[config.mk]
export PLATFORM = sky130hd
export DESIGN_NAME = lane_aligner
export DESIGN_NICKNAME = d
export VERILOG_FILES = /design/src/rtl/lane_aligner.sv
export SDC_FILE = /design/constraint.sdc
export NUM_CORES = 1
export LEC_CHECK = 0
export ABC_AREA = 1
export ABC_CLOCK_PERIOD_IN_PS = 5100
export CAP_MARGIN = 20
export CORE_AREA = 2 2 85 87
export CTS_CLUSTER_SIZE = 30
export DETAILED_ROUTE_END_ITERATION = 16
export DIE_AREA = 0 0 87 89
export PLACE_DENSITY = 0.83
export SLEW_MARGIN = 15
export SYNTH_ARGS = -nofsm -noshare
export SYNTH_HDL_FRONTEND = slang
export SYNTH_SLANG_ARGS = --single-unit
[constraint.sdc]
create_clock -name rxbyteclkhs -period 5.1 [get_ports rxbyteclkhs]
set_input_delay 0.51 -clock rxbyteclkhs [delete_from_list [all_inputs] [get_ports rxbyteclkhs]]
set_output_delay 0.51 -clock rxbyteclkhs [all_outputs]
set_load 0.1 [all_outputs]
[src/rtl/lane_aligner.sv]
// Two-lane byte deskew: waits for the lagging lane, then pairs it with the leader's
// delayed bytes into one 16-bit word per cycle for the remainder of the burst.
module lane_aligner #(
  parameter int MAX_SKEW = 3
) (
  input  logic        rxbyteclkhs,
  input  logic        reset,
  input  logic [7:0]  lane0_byte,
  input  logic        lane0_valid,
  input  logic [7:0]  lane1_byte,
  input  logic        lane1_valid,
  output logic [15:0] out_stream,
  output logic        out_stream_valid,
  output logic        align_error
);

  localparam logic [1:0] ST_IDLE    = 2'd0;
  localparam logic [1:0] ST_WAIT    = 2'd1;
  localparam logic [1:0] ST_ALIGNED = 2'd2;
  localparam logic [1:0] ST_DRAIN   = 2'd3;
  localparam logic [3:0] MAX_SKEW_W = 4'(MAX_SKEW);

  logic [1:0]  state_r;
  logic        leader_r;
  logic [2:0]  k_r;
  logic [2:0]  skew_r;
  logic [15:0] out_stream_r;
  logic        out_valid_r;
  logic        align_error_r;

  // Entry 0 is the live input; entry i is the lane as it was i cycles ago.
  logic [8:0]  line0_s [0:MAX_SKEW];
  logic [8:0]  line1_s [0:MAX_SKEW];

  logic [3:0]  k_inc_s;
  logic [2:0]  tap_depth_s;
  logic [8:0]  lead_tap_s;
  logic        lead_v_s;
  logic        lag_v_s;
  logic [7:0]  lag_byte_s;
  logic [15:0] word_s;

  assign line0_s[0] = {lane0_valid, lane0_byte};
  assign line1_s[0] = {lane1_valid, lane1_byte};

  generate
    for (genvar g = 1; g <= MAX_SKEW; g++) begin : g_stage
      logic [8:0] stage0_r;
      logic [8:0] stage1_r;

      // One shift stage of each lane's delay line.
      always_ff @(posedge rxbyteclkhs) begin
        if (reset) begin
          stage0_r <= 9'h000;
          stage1_r <= 9'h000;
        end else begin
          stage0_r <= line0_s[g-1];
          stage1_r <= line1_s[g-1];
        end
      end

      assign line0_s[g] = stage0_r;
      assign line1_s[g] = stage1_r;
    end
  endgenerate

  assign lead_v_s   = leader_r ? lane1_valid : lane0_valid;
  assign lag_v_s    = leader_r ? lane0_valid : lane1_valid;
  assign lag_byte_s = leader_r ? lane0_byte  : lane1_byte;
  // At depth 0 (IDLE) both halves are live inputs, so a stale leader_r is harmless.
  assign word_s     = leader_r ? {lead_tap_s[7:0], lag_byte_s} : {lag_byte_s, lead_tap_s[7:0]};

  // Select how far back the leader is read: the candidate skew while waiting, the learned skew once aligned.
  always_comb begin
    k_inc_s = {1'b0, k_r} + 4'd1;
    case (state_r)
      ST_WAIT:    tap_depth_s = (k_inc_s > MAX_SKEW_W) ? MAX_SKEW_W[2:0] : k_inc_s[2:0];
      ST_ALIGNED: tap_depth_s = skew_r;
      default:    tap_depth_s = 3'd0;
    endcase
  end

  // Leader delay-line tap mux.
  always_comb begin
    lead_tap_s = 9'h000;
    for (int i = 0; i <= MAX_SKEW; i++) begin
      lead_tap_s = lead_tap_s |
                   ((tap_depth_s == 3'(i)) ? (leader_r ? line1_s[i] : line0_s[i]) : 9'h000);
    end
  end

  // Alignment FSM with registered word, valid and error outputs.
  always_ff @(posedge rxbyteclkhs) begin
    if (reset) begin
      state_r       <= ST_IDLE;
      leader_r      <= 1'b0;
      k_r           <= 3'd0;
      skew_r        <= 3'd0;
      out_stream_r  <= 16'h0000;
      out_valid_r   <= 1'b0;
      align_error_r <= 1'b0;
    end else begin
      align_error_r <= 1'b0;
      case (state_r)
        ST_IDLE: begin
          out_valid_r <= 1'b0;
          if (lane0_valid && lane1_valid) begin
            state_r      <= ST_ALIGNED;
            leader_r     <= 1'b0;
            skew_r       <= 3'd0;
            k_r          <= 3'd0;
            out_stream_r <= word_s;
            out_valid_r  <= 1'b1;
          end else if (lane0_valid || lane1_valid) begin
            state_r  <= ST_WAIT;
            leader_r <= lane1_valid;
            k_r      <= 3'd0;
          end else begin
            state_r <= ST_IDLE;
          end
        end
        ST_WAIT: begin
          out_valid_r <= 1'b0;
          if (lag_v_s && (k_inc_s <= MAX_SKEW_W)) begin
            state_r      <= ST_ALIGNED;
            skew_r       <= k_inc_s[2:0];
            out_stream_r <= word_s;
            out_valid_r  <= 1'b1;
          end else if (!lead_v_s) begin
            state_r <= ST_IDLE;
          end else if (k_inc_s > MAX_SKEW_W) begin
            state_r       <= ST_DRAIN;
            align_error_r <= 1'b1;
          end else begin
            k_r <= k_inc_s[2:0];
          end
        end
        ST_ALIGNED: begin
          if (lead_tap_s[8] && lag_v_s) begin
            out_stream_r <= word_s;
            out_valid_r  <= 1'b1;
          end else begin
            out_valid_r <= 1'b0;
            state_r     <= ST_DRAIN;
          end
        end
        ST_DRAIN: begin
          out_valid_r <= 1'b0;
          if (!lane0_valid && !lane1_valid) begin
            state_r <= ST_IDLE;
          end else begin
            state_r <= ST_DRAIN;
          end
        end
        default: begin
          state_r     <= ST_IDLE;
          out_valid_r <= 1'b0;
        end
      endcase
    end
  end

  assign out_stream       = out_stream_r;
  assign out_stream_valid = out_valid_r;
  assign align_error      = align_error_r;

endmodule

==> metrics.cfg <==
[power_and_ir_drop]
p_int_mw=1.28
irDropWorstVdd_mv=0.603
switchingPower_mw=1.27
total_power_mw=2.56
p_clk_share_pct=18.1
pwr-share-seq_pct=30.5
swShare_pct=49.8
power_leakage_nw=1.97
powerDensity_mw_per_mm2=594
comb_power_share_pct=51.4

[timing]
worst_pin_slew_ns=0.974
max_slew_margin_pct=34.8
post-route-min-period_ns=2.63
rsz0062_at_grt=false
holdWs_ns=0.422
setup_tns_ns=0
period_share_pct=51.6
setup_viol=0
fmax_mhz=380
finClkSkew_ns=0.0102
hold_viol=0
slew_violations=0

[setup_path]
cp-end-kind=register
crit_arrival_ns=2.92
r2r_cells=13
rrSetupSlack_ns=2.47
worst_ep_required_time_ns=5.39
r2r-end=out_stream[1]
critPathLaunchType=register
critPathMaxFanout=11
reg2reg_from=state_r[0]
critPathKind=register to register

[yosys]
yosysUniqueCellTypes=26
synth_area_leader_cell=dfxtp_1
syn_area_sq_mm=0.00375
ys_async_sr_fraction_pct=0
synth_area_leaders=dfxtp_1, nand2_1, nor2_1
synth.most_common_cell=nand2_1
syn_inst=556
synth-seq-cells=81
synth_top_area_share_pct=43.3
synth_fp_nets=584
synth_seq_area_share_pct=43.3
ys_warn_count=0
synth_common_cells=nand2_1, nor2_1, inv_1
avgSynthCellArea_sq_um=6.74
synth-edff-count=0
synth-main-ff-cell=dfxtp_1

[clock_network]
root_buffer=clkbuf_8
cts_buffers=9
ctsHoldBuffers=0
path_clk_slew_ns=0.08
post_cts_buffers=0
clock-sinks=81
cts_resized=0
cts_tree=yes
clockBufferDepth=2
h-tree-depth=3
clkLatencyLatePin_ns=0.35

[layout]
final_core_util_pct=64.1
drive_gt1_share_pct=6.14
register_area_sq_mm=0.00162
area_growth_pct=14.9
antenna_cells=0
instances_no_fill=666
fin_nets=609
num-fill-cells=589
multi_input_area_sq_mm=0.00165

[detailed_routing]
drt_pass1_iterations=5
drc=0
via_per_inst=5.06
wl_um=8100
first_iter_violations=244
via_count=3369
ant_nets=0
wl_per_cell_um=12.2

[die]
die_h_um=89
die_area_sq_mm=0.00774
die_w_um=87
start_util_pct=55.8
ios=38
rows=30
fp.coreArea_sq_mm=0.00672

[hold_path]
hp-class=register to register
min_delay_path_depth=2
worstHoldStart=g_stage[2].stage1_r[6]
holdPathEnd=g_stage[3].stage1_r[6]

[flow_run]
drv_cap=0

[placed_design]
numPortBuffers=37
dpl.hpwl_um=5390
gp_congestion=0.897
dp.cells=649

[global_route]
grt_pass1_wl_um=13500
antenna_found_initial=0
grt_overflow=0
grt_max_degree=83
grtUsageTotal_pct=22.3
grt_pass1_vias=3088

[outcome]
status=completed

==> worst max-delay path, stage by stage (launching register included) <==
cell,delay [ns]
dfxtp_1,0.38
inv_1,0.08
ha_1,0.28
nand2_1,0.12
inv_1,0.08
nor2_1,0.59
nand3_1,0.15
inv_1,0.28
nand2_1,0.09
nand4_1,0.11
nand2_1,0.07
o21ai_0,0.18
nor2_1,0.07
nor2_1,0.10
==> power by group through the flow <==
| stage | combinational [mW] | clock [mW] | sequential, mW |
|---|---|---|---|
| 5_1_grt | 1.43 | 0.499 | 0.791 |
| 4_1_cts | 1.31 | 0.474 | 0.782 |
| 3_3_place_gp | 1.27 | 0 | 0.791 |
| 2_1_floorplan | 0.666 | 0 | 1.20 |
| 3_5_place_dp | 1.30 | 0 | 0.794 |
| 6_report | 1.31 | 0.461 | 0.781 |
==> stage by stage <==
| step | setup slack [ns] | area, sq um |
|---|---|---|
| global route | 2.20 | 4310 |
| global placement | 2.58 | 4090 |
| finish | 2.47 | 4310 |
| detailed placement | 2.51 | 4090 |
| floorplan | 3.11 | 3750 |
| CTS | 2.48 | 4290 |
==> layout by cell type (no fill, tap or decap), types with 2 or more instances in the layout <==
cell / instances
nor4_1: 2
dfxtp_1: 80
nor2_1: 101
nor2_4: 2
nand4_1: 19
clkdlybuf4s50_1: 36
o21ai_2: 2
nand2_2: 4
clkinvlp_4: 2
clkbuf_8: 9
nand2_4: 3
nor3_1: 2
a21oi_1: 8
o21ai_0: 48
inv_1: 90
nand2_1: 137
ha_1: 8
inv_2: 2
nand3_1: 16
==> sequential cells by signal (all words and copies together), names as in the netlist <==
| register | cells |
|---|---|
| state_r | 2 |
| skew_r | 3 |
| g_stage.stage1_r | 27 |
| out_stream_valid | 1 |
| leader_r | 1 |
| out_stream | 16 |
| g_stage.stage0_r | 27 |
| align_error | 1 |
| k_r | 3 |
==> routing by layer <==
layer  vias up  share of wire (%)  track usage, %
met4         0                1.2            8.38
met2        90                 52            40.2
met3         9                4.4            5.54
met5         -                  0               0
met1      1532                 43            25.5
li1       1738                  -               -
==> cells by family after synthesis <==
group / after synthesis / share of synthesized area, %
AND/OR/NAND/NOR: 288 / 32.4
adder cells (fa/ha/maj): 8 / 2.67
AO/OA/AOI/OAI: 62 / 8.98
buffers and inverters: 117 / 12.7
flip-flops: 81 / 43.3
==> cell type report <==
| cell class | instances | share of cell area (%) |
|---|---|---|
| well taps | 80 | 2.32 |
| repair buffers | 39 | 9.13 |
| inverters | 92 | 8.02 |
| clock buffers | 10 | 2.96 |
| flip-flops and latches | 81 | 37.7 |
| clock inverters | 6 | 1.57 |
| multi-input cells | 358 | 38.3 |
==> how the worst max path moves through the flow <==
| stage | slack (ns) | start | depth (start not counted) | endpoint |
|---|---|---|---|---|
| 2_1_floorplan | 3.11 | state_r[1] | 15 | out_stream[6] |
| 3_3_place_gp | 2.58 | state_r[0] | 13 | out_stream[1] |
| 3_5_place_dp | 2.51 | state_r[0] | 13 | out_stream[3] |
| 4_1_cts | 2.48 | state_r[0] | 13 | out_stream[1] |
| 5_1_grt | 2.20 | state_r[0] | 13 | out_stream[6] |
| 6_report | 2.47 | state_r[0] | 13 | out_stream[1] |
(Power assumes the default switching activity.)
